File: src/rtl/diff_pkg.sv
// Shared constants and types for the diff execution unit.
// Default operand width and the matching result-index type.
package diff_pkg;

    localparam int DIFF_WIDTH = 32;
    localparam int DIFF_IDX_W = 6;

    typedef logic [DIFF_IDX_W-1:0] diff_idx_t;

endpackage

File: src/rtl/diff_unit_if.sv
// Request/result bundle between the execute stage and the diff unit.
// in_valid qualifies inreg1/inreg2. There is no ready, so every valid cycle is accepted.
// out_valid pulses for one cycle per accepted request. out/equal hold between requests.
interface diff_unit_if
    import diff_pkg::*;
#(
    parameter int WIDTH = DIFF_WIDTH
);
    logic             in_valid;
    logic [WIDTH-1:0] inreg1;
    logic [WIDTH-1:0] inreg2;
    logic [WIDTH-1:0] out;
    logic             out_valid;
    logic             equal;

    modport master (
        output in_valid, inreg1, inreg2,
        input  out, out_valid, equal
    );

    modport slave (
        input  in_valid, inreg1, inreg2,
        output out, out_valid, equal
    );
endinterface

File: src/rtl/lsb_index.sv
// Combinational trailing-zero counter. It is a log-depth tree of pairwise priority stages.
// idx is the lowest set bit of x, or WIDTH when x is all zero (zero = 1).
module lsb_index
    import diff_pkg::*;
#(
    parameter  int WIDTH = DIFF_WIDTH,
    localparam int IDX_W = $clog2(WIDTH) + 1
) (
    input  logic [WIDTH-1:0] x,
    output logic [IDX_W-1:0] idx,
    output logic             zero
);
    localparam int LVLS = $clog2(WIDTH);
    localparam int PAD  = 1 << LVLS;

    // Padding with zeros is harmless: padded bits never count as differing.
    logic [PAD-1:0] xp;
    assign xp = PAD'(x);

    genvar lv, n;
    for (lv = 0; lv < LVLS; lv++) begin : g_lvl
        localparam int N = PAD >> (lv + 1);
        logic [N-1:0] z;
        logic [lv:0]  ix [N];

        for (n = 0; n < N; n++) begin : g_node
            if (lv == 0) begin : g_leaf
                assign z[n]  = ~xp[2*n] & ~xp[2*n+1];
                assign ix[n] = ~xp[2*n];
            end else begin : g_pair
                logic          zl;
                logic          zh;
                logic [lv-1:0] il;
                logic [lv-1:0] ih;
                assign zl = g_lvl[lv-1].z[2*n];
                assign zh = g_lvl[lv-1].z[2*n+1];
                assign il = g_lvl[lv-1].ix[2*n];
                assign ih = g_lvl[lv-1].ix[2*n+1];
                // The low half wins unless it is all zero. Then the upper half adds the new MSB.
                assign z[n]  = zl & zh;
                assign ix[n] = zl ? {1'b1, ih} : {1'b0, il};
            end
        end
    end

    assign zero = g_lvl[LVLS-1].z[0];
    assign idx  = zero ? IDX_W'(WIDTH) : {1'b0, g_lvl[LVLS-1].ix[0]};
endmodule

File: src/rtl/diff_unit.sv
// Registered diff unit. It reports the LSB index of the first bit where inreg1 and inreg2 differ.
// The result is available one clock after a valid request.
module diff_unit
    import diff_pkg::*;
#(
    parameter int WIDTH = DIFF_WIDTH
) (
    input logic        clk,
    input logic        rst,
    diff_unit_if.slave bus
);
    localparam int IDX_W = $clog2(WIDTH) + 1;

    logic [WIDTH-1:0] x;
    logic [IDX_W-1:0] idx;
    logic             zero;

    logic [WIDTH-1:0] out_q;
    logic             equal_q;
    logic             valid_q;

    assign x = bus.inreg1 ^ bus.inreg2;

    lsb_index #(.WIDTH(WIDTH)) u_lsb_index (
        .x    (x),
        .idx  (idx),
        .zero (zero)
    );

    // A request seen while rst is high is dropped, because reset dominates the capture.
    always_ff @(posedge clk or posedge rst) begin
        if (rst) begin
            out_q   <= '0;
            equal_q <= 1'b0;
            valid_q <= 1'b0;
        end else begin
            valid_q <= bus.in_valid;
            if (bus.in_valid) begin
                out_q   <= WIDTH'(idx);
                equal_q <= zero;
            end
        end
    end

    assign bus.out       = out_q;
    assign bus.equal     = equal_q;
    assign bus.out_valid = valid_q;
endmodule

File: src/flat_wrapper.sv
// flat-port wrapper written by rule: the top's interface ports become plain ports
module diff_unit_flat import diff_pkg::*;
#(
    parameter int WIDTH = DIFF_WIDTH
)
  (clk, rst, bus_in_valid, bus_inreg1, bus_inreg2, bus_out, bus_out_valid, bus_equal);
  diff_unit_if #(.WIDTH(WIDTH)) bus_i ();
  input logic clk;
  input logic rst;
  input wire logic [$bits(bus_i.in_valid)-1:0] bus_in_valid;
  input wire logic [$bits(bus_i.inreg1)-1:0] bus_inreg1;
  input wire logic [$bits(bus_i.inreg2)-1:0] bus_inreg2;
  output wire logic [$bits(bus_i.out)-1:0] bus_out;
  output wire logic [$bits(bus_i.out_valid)-1:0] bus_out_valid;
  output wire logic [$bits(bus_i.equal)-1:0] bus_equal;
  assign bus_i.in_valid = bus_in_valid;
  assign bus_i.inreg1 = bus_inreg1;
  assign bus_i.inreg2 = bus_inreg2;
  assign bus_out = bus_i.out;
  assign bus_out_valid = bus_i.out_valid;
  assign bus_equal = bus_i.equal;
  diff_unit #(.WIDTH(WIDTH)) u_core (.clk(clk), .rst(rst), .bus(bus_i));
endmodule
File: config.mk
export PLATFORM = sky130hd
export DESIGN_NAME = diff_unit_flat
export DESIGN_NICKNAME = d
export VERILOG_FILES = /design/src/rtl/diff_pkg.sv /design/src/rtl/diff_unit_if.sv /design/src/rtl/lsb_index.sv /design/src/rtl/diff_unit.sv /design/src/flat_wrapper.sv
export SDC_FILE = /design/constraint.sdc
export NUM_CORES = 1
export LEC_CHECK = 0
export CELL_PAD_IN_SITES_DETAIL_PLACEMENT = 2
export CELL_PAD_IN_SITES_GLOBAL_PLACEMENT = 2
export CORE_MARGIN = 10
export CORE_UTILIZATION = 15
export CTS_BUF_LIST = sky130_fd_sc_hd__clkbuf_16
export DETAILED_ROUTE_END_ITERATION = 12
export PLACE_DENSITY = 0.83
export SLEW_MARGIN = 10
export SYNTH_ARGS = -nofsm -noshare
export SYNTH_HDL_FRONTEND = slang
export SYNTH_SLANG_ARGS = --single-unit
File: constraint.sdc
create_clock -name clk -period 0.8 [get_ports clk]
set_input_delay 0.16 -clock clk [delete_from_list [all_inputs] [get_ports clk]]
set_output_delay 0.16 -clock clk [all_outputs]
set_load 0.02 [all_outputs]
==> run_results.csv <==
group,metric,value,unit
timing,fmax,743,MHz
worst_hold_path,min_path_type,"primary input to async pin",
synthesis,synthCells,144,
grt,gr-total-overflow,0,
synthesis,avgSynthCellArea,7.74,µm²
grt,antenna_found_initial,0,
floorplanning,ios,101,
layout,postLayoutCoreUtil,36.8,%
timing,finalMaxSlewViolations,0,
grt,track_usage,9.96,%
synthesis,ys_seq_area_share,15.7,%
layout,final_cell_mix,"buf_4, conb_1, buf_2",
timing,layout_setup_ws,-546,ps
worst_setup_path,critPathMaxFanout,4,
drt,drtAntennaViolNets,0,
synthesis,synth_fa_ha_area_share,0,%
run,drv_cap,0,
worst_setup_path,crit_type,"primary input to flip-flop",
floorplanning,dieHeight,106,µm
power_and_ir_drop,power.static_leakage,1.24,nW
grt,use_met3,3.14,%
clocking,clock_sinks,7,
power_and_ir_drop,vdd_drop_max,0.489,mV
power_and_ir_drop,p_int,1.73,mW
drt,vias_per_cell,3.86,
synthesis,synth-simple-area-share,21.2,%
drt,drtIter0Drc,15,
timing,layout_min_cycle_time,1350,ps
clocking,path_clk_slew,40,ps
power_and_ir_drop,sw_frac_of_total,35.1,%
clocking,cts_made_buffers,3,
floorplanning,core.rowCount,31,
clocking,cts_max_level,1,
synthesis,synth_mux_area_share,0,%
grt,grt_use_met1,9.88,%
worst_setup_path,max_stage_delay,360,ps
layout,drive_gt1_share,59.8,%
timing,whs,167,ps
drt,post-route-drc-count,0,
power_and_ir_drop,powerDensity,1000,nW/µm²
synthesis,yosys_warnings,0,
synthesis,synth-xor-area-share,27.5,%
worst_setup_path,worst_ep_required_time,910,ps
synthesis,synth-seq-cells,7,
timing,finClkSkew,0,ps
floorplanning,die_area,11300,µm²
grt,grt_pass1_wl,9060,µm
layout,diodes,0,
synthesis,netlist_area,1110,µm²
worst_setup_path,worstPathArrival,1460,ps
layout,final_common_cell,"buf_4",
grt,grt_max_degree,8,
timing,setup_violations,14,
placed_design,dp_hpwl,4530,µm
synthesis,synth_cell_types,30,
clocking,cts_tree,"built",
timing,rsz0062_at_grt,"true",
drt,drt_first_pass_iters,2,
synthesis,synth_compound_area_share,14.4,%
clocking,clockBufferDepth,2,
floorplanning,initial_core_util,15.4,%
power_and_ir_drop,pwr-share-seq,14.6,%
placed_design,io_buffers,74,
worst_setup_path,startpoint_type,"primary input",
layout,syn_to_final_growth,139,%
floorplanning,coreArea,7250,µm²
grt,grt_most_used_layer,"met2",
drt,route.vias.total,1402,
clocking,clk_latency,230,ps
synthesis,synth_top_family_by_area,"XOR/XNOR gates",
placed_design,gp_congestion,0.723,
power_and_ir_drop,comb_power_share,53.3,%
grt,grt_pass1_vias,1729,
drt,routed_wl,5850,µm
timing,fin_crit_sh,168,%
power_and_ir_drop,p_clk_share,32.1,%
outcome,status,"complete, but fails checks",
layout,nets,332,
grt,grt_util_met2,19.3,%
drt,routedWlPerCell,16.1,µm
power_and_ir_drop,p_sw,0.936,mW
worst_setup_path,end_kind,"flip-flop",
timing,hold_violations,0,
outcome,violations,"setup timing",
worst_setup_path,cp_cell_sequence,"buf_8 > xor2_4 > nor4_4 > nand4_4 > buf_4 > a221oi_2 > o32ai_1",
floorplanning,die_x,106,µm
clocking,cts-root-buf,"clkbuf_16",
worst_setup_path,cp_slowest_cell,"nor4_4",
[synth_stat cells]
master,number,area (µm²)
buf_4,27,203
xor2_1,20,175
xnor2_1,15,131
nand2_1,14,52.6
nor2_1,9,33.8
inv_1,8,30.0
o21ai_0,8,40.0
dfrtp_1,7,175
a21oi_1,5,25.0
o31ai_1,4,30.0
nor4_2,3,37.5
a31oi_1,2,12.5
nand4_1,2,12.5
nor2b_1,2,12.5
nor3_1,2,10.0
or3_1,2,12.5
a211oi_1,1,7.51
a221oi_1,1,8.76
and2_1,1,6.26
and2b_1,1,7.51
and3_1,1,6.26
conb_1,1,3.75
nand2b_1,1,6.26
nand3_1,1,5.00
nand4_2,1,12.5
nor4_4,1,21.3
o21ba_2,1,10.0
o2bb2ai_1,1,8.76
o32ai_1,1,8.76
o41ai_1,1,8.76
[kinds of logic (layout without fill, tap and decap cells)]
| kind of cell | Yosys count | in the layout |
|---|---|---|
| buffers and inverters | 35 | 130 |
| other | 1 | 26 |
| AOI/OAI and AO/OA | 25 | 25 |
| DFF | 7 | 7 |
| xor gates and xnor gates | 35 | 35 |
| and+or+nand+nor | 41 | 41 |
[power by group through the flow]
stage                     logic [mW]  registers [mW]  clock network (mW)
after floorplan                0.567           0.413                   0
after global placement          1.10           0.392                   0
after detailed placement        1.13           0.392                   0
after CTS                       1.35           0.391               0.860
after global routing            1.54           0.394               0.880
final                           1.42           0.390               0.855
[worst paths after layout]
path / from / to / slack, ps / cells past startpoint
setup / recovery: bus_inreg2[10] / u_core.bus.out[1] / -550 / 7
hold / removal: rst / u_core.bus.out[3] / 170 / 2
setup reg to reg: u_core.bus.out[4] / u_core.bus.out[4] / -120 / 4
hold reg to reg: u_core.bus.out[3] / u_core.bus.out[3] / 530 / 1
max in group asynchronous: rst / u_core.bus.out[4] / 410 / 2
min in group clk: bus_in_valid / u_core.bus.out_valid / 410 / 2
[critical path: cells and delay by family]
family / cells / cell delay, ps
and+or+nand+nor: 2 / 560
buffers and inverters: 2 / 290
AOI/OAI and AO/OA: 2 / 260
xor gates and xnor gates: 1 / 180
[final cells by class]
| class | count | area [µm²] |
|---|---|---|
| fillers | 806 | 4590 |
| clock buffers | 3 | 75.1 |
| multi-input cells | 127 | 1280 |
| clock inverters | 1 | 3.75 |
| inverters | 8 | 30.0 |
| well taps | 99 | 124 |
| flip-flops and latches | 7 | 175 |
| repair buffers | 118 | 978 |
[timing repair]
| item | CTS | global route |
|---|---|---|
| endpoints found under the hold margin | 0 | 0 |
| resized for setup | 298 | 36 |
| hold buffers | 0 | 0 |
| pin swaps | 50 | 23 |
| endpoints found under the setup margin | 14 | 14 |
| gates cloned | 0 | 0 |
| setup buffers | 17 | 4 |
[registers in the layout, indices dropped and copies added, names as in the netlist]
signal / cells
u_core.bus.out_valid: 1
u_core.bus.out: 5
u_core.bus.equal: 1
[routing by layer]
layer | vias up | routed length (µm)
met5 | - | 0
met4 | 0 | 70
met3 | 5 | 483
met2 | 70 | 3250
met1 | 674 | 2040
li1 | 653 | -
[stage by stage]
step                worst slack (ps)  cell area (µm²)  cells  TNS, ps  power [mW]
floorplan                       -531             1280    169    -2470       0.980
CTS                             -604             2560    360    -3890        2.60
global route                    -657             2670    363    -4450        2.81
detailed placement             -1220             2120    339    -9450        1.52
finish                          -546             2670    363    -3810        2.67
global placement               -1160             2120    339    -9140        1.50
No activity file was read; power rests on OpenSTA's default activity.
